## src/rtl/multi_deque_pkg.sv

```systemverilog
// multi_deque_pkg: shared types and width helpers for the multi-channel deque.
// Latency: n/a (types and constant functions only).
// Backpressure: n/a.
package multi_deque_pkg;

  // Which end of a deque an operation applies to.
  typedef enum logic {
    END_BACK  = 1'b0,
    END_FRONT = 1'b1
  } end_e;

  // Pointer width for a channel of the given depth (depth is a power of two, >= 2).
  function automatic int ptr_w(input int depth);
    return (depth <= 2) ? 1 : $clog2(depth);
  endfunction

  // Occupancy width: must be able to hold the value DEPTH itself.
  function automatic int cnt_w(input int depth);
    return $clog2(depth) + 1;
  endfunction

  // Channel select width: at least one bit even for a single channel.
  function automatic int sel_w(input int channels);
    return (channels <= 1) ? 1 : $clog2(channels);
  endfunction

endpackage

```

## src/rtl/deque_channel.sv

```systemverilog
// deque_channel: one double-ended circular buffer (mem, head, tail, cnt, optional hwm).
// Latency: state updates on the clock edge; peek/count/flags are combinational from state.
// Backpressure: none; illegal requests are dropped and flagged on rej (combinational).
// Ports: en gates all updates; push/pop with per-end selects; data_out peeks the
//   pop_front end (0 when empty); rej is raised for any rejected part of a request.
// Optional: MULTI_DEQUE_HWM_EN adds a high-water-mark register, else hwm reads 0.
module deque_channel
  import multi_deque_pkg::*;
#(
  parameter int WIDTH = 8,
  parameter int DEPTH = 16
) (
  input  logic                      clk,
  input  logic                      rst_n,
  input  logic                      en,
  input  logic                      push,
  input  logic                      push_front,
  input  logic                      pop,
  input  logic                      pop_front,
  input  logic [WIDTH-1:0]          data_in,
  output logic [WIDTH-1:0]          data_out,
  output logic                      empty,
  output logic                      full,
  output logic [cnt_w(DEPTH)-1:0]   count,
  output logic [cnt_w(DEPTH)-1:0]   hwm,
  output logic                      rej
);

  localparam int PW = ptr_w(DEPTH);
  localparam int CW = cnt_w(DEPTH);

  logic [WIDTH-1:0] mem [DEPTH];
  logic [PW-1:0]    head, tail;
  logic [CW-1:0]    cnt;

  logic [PW-1:0]    head_p1, head_m1, tail_p1, tail_m1;
  logic [PW-1:0]    head_nx, tail_nx, wr_addr;
  logic [CW-1:0]    cnt_nx;
  logic             wr_en;
  end_e             push_end, pop_end;

  assign push_end = end_e'(push_front);
  assign pop_end  = end_e'(pop_front);

  // Pointer arithmetic wraps naturally by truncation to PW bits.
  assign head_p1 = head + PW'(1);
  assign head_m1 = head - PW'(1);
  assign tail_p1 = tail + PW'(1);
  assign tail_m1 = tail - PW'(1);

  assign empty = (cnt == '0);
  assign full  = (cnt == CW'(DEPTH));
  assign count = cnt;

  // Empty channels peek as zero so stale memory never leaks out.
  always_comb begin
    data_out = '0;
    if (!empty) begin
      data_out = (pop_end == END_FRONT) ? mem[head] : mem[tail_m1];
    end
  end

  always_comb begin
    wr_en   = 1'b0;
    wr_addr = tail;
    head_nx = head;
    tail_nx = tail;
    cnt_nx  = cnt;
    rej     = 1'b0;
    if (en) begin
      if (push && pop && !empty) begin
        wr_en = 1'b1;
        if (push_end == pop_end) begin
          // Replace the word sitting at that end; pointers stay put.
          wr_addr = (push_end == END_FRONT) ? head : tail_m1;
        end else if (push_end == END_FRONT) begin
          // Rotate: new word in front, back word dropped. Safe when full,
          // since head-1 is then the slot of the back word being popped.
          wr_addr = head_m1;
          head_nx = head_m1;
          tail_nx = tail_m1;
        end else begin
          wr_addr = tail;
          tail_nx = tail_p1;
          head_nx = head_p1;
        end
      end else if (push) begin
        if (full) begin
          rej = 1'b1;
        end else begin
          // A pop alongside a push here means the channel is empty: pop is dropped.
          rej   = pop;
          wr_en = 1'b1;
          if (push_end == END_FRONT) begin
            wr_addr = head_m1;
            head_nx = head_m1;
          end else begin
            wr_addr = tail;
            tail_nx = tail_p1;
          end
          cnt_nx = cnt + CW'(1);
        end
      end else if (pop) begin
        if (empty) begin
          rej = 1'b1;
        end else begin
          if (pop_end == END_FRONT) head_nx = head_p1;
          else                      tail_nx = tail_m1;
          cnt_nx = cnt - CW'(1);
        end
      end
    end
  end

  always_ff @(posedge clk) begin
    if (!rst_n) begin
      head <= '0;
      tail <= '0;
      cnt  <= '0;
    end else begin
      head <= head_nx;
      tail <= tail_nx;
      cnt  <= cnt_nx;
    end
  end

  // Storage is not reset; writes are suppressed while reset is held.
  always_ff @(posedge clk) begin
    if (rst_n && wr_en) mem[wr_addr] <= data_in;
  end

`ifdef MULTI_DEQUE_HWM_EN
  logic [CW-1:0] hwm_q;
  always_ff @(posedge clk) begin
    if (!rst_n)              hwm_q <= '0;
    else if (cnt_nx > hwm_q) hwm_q <= cnt_nx;
  end
  assign hwm = hwm_q;
`else
  assign hwm = '0;
`endif

endmodule

```

## src/rtl/multi_deque.sv

```systemverilog
// multi_deque: CHANNELS independent deques, one addressed per cycle by sel.
// Latency: peek/count/hwm/flags combinational from state; err registered (next cycle).
// Backpressure: none; rejected or out-of-range requests are dropped and pulse err.
// Ports: clk, rst_n (sync, active-low), sel, push/push_front, pop/pop_front, data_in;
//   data_out/count/hwm for the selected channel, per-channel empty/full, err pulse.
// Optional: MULTI_DEQUE_HWM_EN enables per-channel high-water marks.
module multi_deque
  import multi_deque_pkg::*;
#(
  parameter int WIDTH    = 8,
  parameter int DEPTH    = 16,
  parameter int CHANNELS = 2
) (
  input  logic                         clk,
  input  logic                         rst_n,
  input  logic [sel_w(CHANNELS)-1:0]   sel,
  input  logic                         push,
  input  logic                         push_front,
  input  logic                         pop,
  input  logic                         pop_front,
  input  logic [WIDTH-1:0]             data_in,
  output logic [WIDTH-1:0]             data_out,
  output logic [CHANNELS-1:0]          empty,
  output logic [CHANNELS-1:0]          full,
  output logic [cnt_w(DEPTH)-1:0]      count,
  output logic                         err,
  output logic [cnt_w(DEPTH)-1:0]      hwm
);

  localparam int SW = sel_w(CHANNELS);
  localparam int CW = cnt_w(DEPTH);

  logic [CHANNELS-1:0] en;
  logic [CHANNELS-1:0] rej_ch;
  logic [WIDTH-1:0]    data_ch  [CHANNELS];
  logic [CW-1:0]       count_ch [CHANNELS];
  logic [CW-1:0]       hwm_ch   [CHANNELS];
  logic                err_d;

  for (genvar i = 0; i < CHANNELS; i++) begin : g_ch
    // An out-of-range sel matches no channel, so nothing updates.
    assign en[i] = (sel == SW'(i));

    deque_channel #(
      .WIDTH (WIDTH),
      .DEPTH (DEPTH)
    ) u_ch (
      .clk        (clk),
      .rst_n      (rst_n),
      .en         (en[i]),
      .push       (push),
      .push_front (push_front),
      .pop        (pop),
      .pop_front  (pop_front),
      .data_in    (data_in),
      .data_out   (data_ch[i]),
      .empty      (empty[i]),
      .full       (full[i]),
      .count      (count_ch[i]),
      .hwm        (hwm_ch[i]),
      .rej        (rej_ch[i])
    );
  end

  always_comb begin
    data_out = '0;
    count    = '0;
    hwm      = '0;
    for (int i = 0; i < CHANNELS; i++) begin
      if (en[i]) begin
        data_out = data_ch[i];
        count    = count_ch[i];
        hwm      = hwm_ch[i];
      end
    end
  end

  // Channel rejects are already gated by en, so OR-ing them is safe.
  assign err_d = ((push || pop) && !(|en)) || (|rej_ch);

  always_ff @(posedge clk) begin
    if (!rst_n) err <= 1'b0;
    else        err <= err_d;
  end

endmodule
```

## config.mk

```make
export PLATFORM = sky130hd
export DESIGN_NAME = multi_deque
export DESIGN_NICKNAME = d
export VERILOG_FILES = /design/src/rtl/multi_deque_pkg.sv /design/src/rtl/deque_channel.sv /design/src/rtl/multi_deque.sv
export SDC_FILE = /design/constraint.sdc
export NUM_CORES = 1
export LEC_CHECK = 0
export BUFFER_PORTS_ARGS = -buffer_cell sky130_fd_sc_hd__buf_4
export CORE_ASPECT_RATIO = 1.1
export CORE_MARGIN = 1
export CORE_UTILIZATION = 50
export DETAILED_ROUTE_END_ITERATION = 6
export GPL_ROUTABILITY_DRIVEN = 0
export PLACE_DENSITY = 0.71
export SETUP_SLACK_MARGIN = 0.4
export SLEW_MARGIN = 20
export SYNTH_ARGS = -nofsm -noshare
export SYNTH_HDL_FRONTEND = slang
export SYNTH_SLANG_ARGS = --single-unit
```

## constraint.sdc

```tcl
create_clock -name clk -period 3.7 [get_ports clk]
set_input_delay 0.37 -clock clk [delete_from_list [all_inputs] [get_ports clk]]
set_output_delay 0.37 -clock clk [all_outputs]
set_load 0.01 [all_outputs]
```

# == After elaboration in Yosys (flattened, before gate mapping) ==
# Memories as Yosys holds them, arrays and structs flattened. A register that Yosys moved wholly into a read port is not among the register bits.
# Index checks and enable logic that the tools add are counted.
# totals
regBits,27
latchBits,0
mem_bits_rw,256
romBits,0
in_bits,15
output_inout_bits,23
elab_cells,156
n_memories,2
# op_classes
add_sub_neg,12
multipliers,0
div,0
order_cmp,0
n_eq_ne,19
shift,0
n_mux,92
bitwise,3
reduce_logical,21
# memory_table
memory,words,word_bits,rd,rd_ports_with_merged_regs,wr,line,rtl
g_ch[0].u_ch.mem,16,8,2,1,1,deque_channel.sv:32,logic [WIDTH-1:0] mem [DEPTH];
g_ch[1].u_ch.mem,16,8,2,1,1,deque_channel.sv:32,
# ops
op,n
4-bit 2-to-1 mux,54
5-bit 2-to-1 mux,9
8-bit 2-to-1 mux,5
7-bit AND reduction,4
1-bit 2-to-1 mux,24
4-bit by 1-bit adder with 4-bit output (second input constant),4
4-bit by 1-bit subtractor with 4-bit output (second input constant),4
2-bit != test (second input constant),6
3-bit by 2-bit != test with 1-bit output (second input constant),4
3-bit != test (second input constant),4
3-bit nonzero test,4
5-bit by 1-bit adder with 5-bit output (second input constant),2
5-bit == test (second input constant),2
5-bit zero test,2
5-bit AND reduction,2
5-bit by 1-bit subtractor with 5-bit output (second input constant),2
3-bit by 1-bit != test with 1-bit output (second input constant),2
1-bit logical AND,5
1-bit NOT,3
1-bit zero test,2
2-bit nonzero test,1
2-bit OR reduction,1
1-bit == test,1

# == Depth between registers and ports, before layout ==
# logic_depth
word_depth,8
depth_mapped,10
ltp_nobuf,7

# == Hierarchy ==
# From an unflattened synthesis, not the netlist that was laid out.
# unflattened
hier_cells,965
hier_area_um2,15169.5
# by_module_without_submodules
module,instances,cells_per_inst,area_each_um2
deque_channel at g_ch[1].u_ch,1,509,7449.6
deque_channel at g_ch[0].u_ch,1,433,7420.9
multi_deque,1,23,299.0

# == Worst setup path after synthesis ==
# No wires, ideal clock.
# synth_path
path_kind,register to register
from,reg g_ch[0].u_ch.tail[0]
to,mem g_ch[0].u_ch.mem[6][0] (enable)
arrival_time_ns,3.202
required_time_ns,3.302
slack_ns,0.100
path_stages_with_launch,9
path_buffers,2
cell_sequence,dfxtp_1 > buf_2 > inv_1 > ha_1 > clkbuf_1 > mux4_2 > a211oi_1 > o21ai_0 > nor4b_1
# synth_via
elab_chain_cells,5
# synth_lines
element,line,rtl
"start, declared",deque_channel.sv:33,"logic [PW-1:0] head, tail;"
"start signal, assigned",deque_channel.sv:122,tail <= tail_nx;
4-bit by 1-bit subtractor with 4-bit output / 4-bit 2-to-1 mux (equally long branches),"deque_channel.sv:49, deque_channel.sv:76, deque_channel.sv:94",
4-bit 2-to-1 mux (on tied branches),"deque_channel.sv:75, deque_channel.sv:88",
4-bit 2-to-1 mux (on tied branches),"deque_channel.sv:73, deque_channel.sv:87",
4-bit 2-to-1 mux,deque_channel.sv:71,if (push && pop && !empty) begin
4-bit 2-to-1 mux *,deque_channel.sv:70,if (en) begin
"end, declared",deque_channel.sv:32,
# Every way passes the cells marked *; elsewhere a longest branch is shown, timed or not.

# == Final worst setup path ==
# layout_path
from,reg g_ch[1].u_ch.tail[0]
to,out data_out[7]
# layout_via
elab_chain_cells,5
# layout_lines
element,line,rtl
"start, declared",deque_channel.sv:33,
"start signal, assigned",deque_channel.sv:122,
4-bit by 1-bit subtractor with 4-bit output,deque_channel.sv:49,assign tail_m1 = tail - PW'(1);
memory read 16 x 8 bit,--,
8-bit 2-to-1 mux,deque_channel.sv:59,data_out = (pop_end == END_FRONT) ? mem[head] : mem[tail_m1];
8-bit 2-to-1 mux,deque_channel.sv:58,if (!empty) begin
8-bit 2-to-1 mux,multi_deque.sv:70,if (en[i]) begin
"end, declared",multi_deque.sv:22,"output logic [WIDTH-1:0] data_out,"
# Every way passes these cells.

==> results.md <==
- #FFs+latches synth: 291
- Vias per cell: 6.67
- Setup Viol. Count Final: 0
- Largest net degree at the start of global routing: 39
- Worst R2R Setup Slack: 0.68 ns
- Fin. Hold Viols: 0
- Reg2reg end: g_ch[0].u_ch.mem[4][0]
- Row count: 66
- Worst setup margin: 0.388 ns
- Worst path required time: 3.33 ns
- Max IR drop VDD: 0.389 mV
- Htree depth: 1
- Antenna Violating Nets Remaining: 0
- Cell taking the most area after synthesis: edfxtp_1
- Worst EP arrival: 2.94 ns
- Setup_tns: 0 ns
- Drt wl/cell: 27.8 um
- DP HPWL: 25600 um
- Area growth syn-to-layout: 18.9%
- Clk sinks: 291
- Measured slew at the worst slew-check pin: 1.16 ns
- Leakage power: 5.83 nW
- WHS Path Cells: 1
- Most common cell in the netlist: edfxtp_1
- Synth top area share: 50.2%
- Top FF cell, synth: edfxtp_1
- Pre-CTS setup slack: 0.510 ns
- Seq/Total Area, Yosys: 54.7%
- First-pass GRT wire length: 62700 um
- Relative slew slack: 22.7%
- Top cells by count, synth: edfxtp_1, mux4_2, mux2i_1, a21oi_1, dfxtp_1
- HP Class: in2reg
- Vias in the first global route: 10100
- Post-Syn Instances: 991
- Crit path capture type: output pin
- Async set or reset register ratio after synthesis: 0%
- Count of buffers from port buffering: 32
- CTS max path bufs: 3
- Hold Worst Slack: 0.219 ns
- Initial antenna violation count: 0
- Post-synth EDFFs: 256
- Clock Skew: 0.0161 ns
- Gr ovfl total: 0
- Run status: completed
- Later-pin clock latency in the skew report: 0.56 ns
- Nets: 1102
- Max Fanout on Critical Path: 8
- RSZ-0062 raised after global routing: true
- CTS tree: yes
- Tot GR Track Use: 27.4%
- Total power: 9.75 mW
- Hold-fix buffers, CTS: 0
- Post-synth cell types: 77
- Post-Syn Area per Cell: 15.5 sq um
- Cell Area, Placed: 16200 sq um
- Mapped Area: 15300 sq um
- Kind of critical path: reg2out
- RR Startpoint: g_ch[0].u_ch.count[3]
- Layout cells sized above 1: 37.9%
- Final cell area excluding filler cells: 18200 sq um
- Die area: 31300 sq um
- Synth warn: 0
- PD cells: 535 nW/um^2
- Initial DRC Count: 1044
- Worst Hold Launch: data_in[6]
- Worst R2R Path Depth: 7
- Starting Density: 51.3%
- Hold EP: g_ch[1].u_ch.mem[15][6]
- Die H: 186 um
- Minimum clock period: 3.31 ns
- Clk slew on worst S/H paths: 0.06 ns
- Max Cap Viol: 0
- Final period utilization: 89.5%
- Die W: 169 um
- Core area: 29900 sq um
- Top area cells in the synthesized netlist: edfxtp_1, mux4_2, dfxtp_1
- CTS Root Cell: clkbuf_16
- Pins Over Slew Limit: 0
- DR pass1 iterations: 5
- Fmax achieved: 302 MHz
- Post-Route WL: 41800 um
- Crit start category: register
- Number of I/O pins: 38
- Vias: 10000
- Total CTS buffers: 30
- # DRC: 0
through the flow:
| stage | cells | util [%] |
|---|---|---|
| 6_report | 1504 | 60.9 |
| 5_1_grt | 1503 | 60.9 |
| 4_1_cts | 1485 | 59.9 |
| 3_5_place_dp | 1403 | 54.1 |
| 3_3_place_gp | 1402 | 54.1 |
| 2_1_floorplan | 995 | - |
report_power, final:
group / internal (mW) / leakage (nW) / switching, mW / total, mW
logic: 1.46 / 2.77 / 1.52 / 2.97
registers: 3.66 / 2.59 / 0.132 / 3.79
clock network: 1.74 / 0.471 / 1.25 / 2.98
total: 6.85 / 5.83 / 2.90 / 9.75
final cells by class:
cell class | count | area (sq um)
diodes | 1 | 2.50
clock buffers | 36 | 795
clock inverters | 20 | 180
fillers | 2213 | 11700
inverters | 18 | 73.8
multi-input cells | 598 | 6910
flip-flops and latches | 291 | 8410
well taps | 408 | 510
repair buffers | 132 | 1330
what timing repair did:
action                                 CTS  global route
gates cloned                             5             1
endpoints found under the hold margin    0             0
gates resized for setup                 81            31
pin swaps                               15            14
setup endpoints to repair                8            32
setup buffers                           21            17
sequential cells by signal (all words and copies together), names as in the netlist, named ones only:
name             cells
g_ch.u_ch.count     10
g_ch.u_ch.mem      256
g_ch.u_ch.tail       8
g_ch.u_ch.head       8
err                  1
logic make-up (layout without fill, tap and decap cells):
group | after synthesis | after routing | share of synthesized area, %
DFF | 291 | 291 | 54.7
buffers and inverters | 106 | 206 | 3.45
adders and majority gates | 16 | 16 | 1.40
other | 1 | 6 | 0.0245
AOI/OAI and AO/OA | 194 | 194 | 9.00
and+or+nand+nor | 164 | 164 | 6.68
xor gates and xnor gates | 23 | 23 | 1.31
muxes | 196 | 196 | 23.4
worst max path at each step:
| stage | from | end | slack, ns |
|---|---|---|---|
| floorplan | g_ch[0].u_ch.tail[0] | g_ch[0].u_ch.mem[7][0] | 0.45 |
| CTS | g_ch[1].u_ch.count[4] | data_out[1] | 0.37 |
| finish | g_ch[1].u_ch.tail[0] | data_out[7] | 0.39 |
| global route | g_ch[1].u_ch.tail[0] | data_out[6] | 0.35 |
| global placement | g_ch[1].u_ch.count[1] | data_out[7] | 0.48 |
| detailed placement | g_ch[1].u_ch.tail[1] | data_out[7] | 0.51 |
worst max-delay path, stage by stage, from the launching register on:
cell and delay [ns]:
dfxtp_4 0.37, inv_4 0.04, ha_4 0.33, buf_12 0.14, buf_16 0.13, mux4_2 0.33
mux2i_4 0.20, o22ai_1 0.10, or4_4 0.57, buf_6 0.15
layout by cell type (no fill, tap or decap), types with 12 or more instances in the layout:
cell	n
edfxtp_1	256
mux4_2	129
buf_4	102
mux2i_1	43
a21oi_1	37
clkbuf_16	32
dfxtp_1	28
nand2_1	25
nor2_1	22
o21ai_0	20
a22oi_1	19
xnor2_1	18
nor2b_1	17
a211oi_2	16
nor3_1	15
nor4_2	14
o22ai_1	14
mux2i_4	14
buf_12	13
inv_1	12
ha_1	12
layer usage:
layer	track usage, %	share of wire, %
met1	35.8	36
met2	46.1	50
met3	4.51	10
met4	10.7	3.6
met5	0	0
No activity file was read; power rests on OpenSTA's default activity.
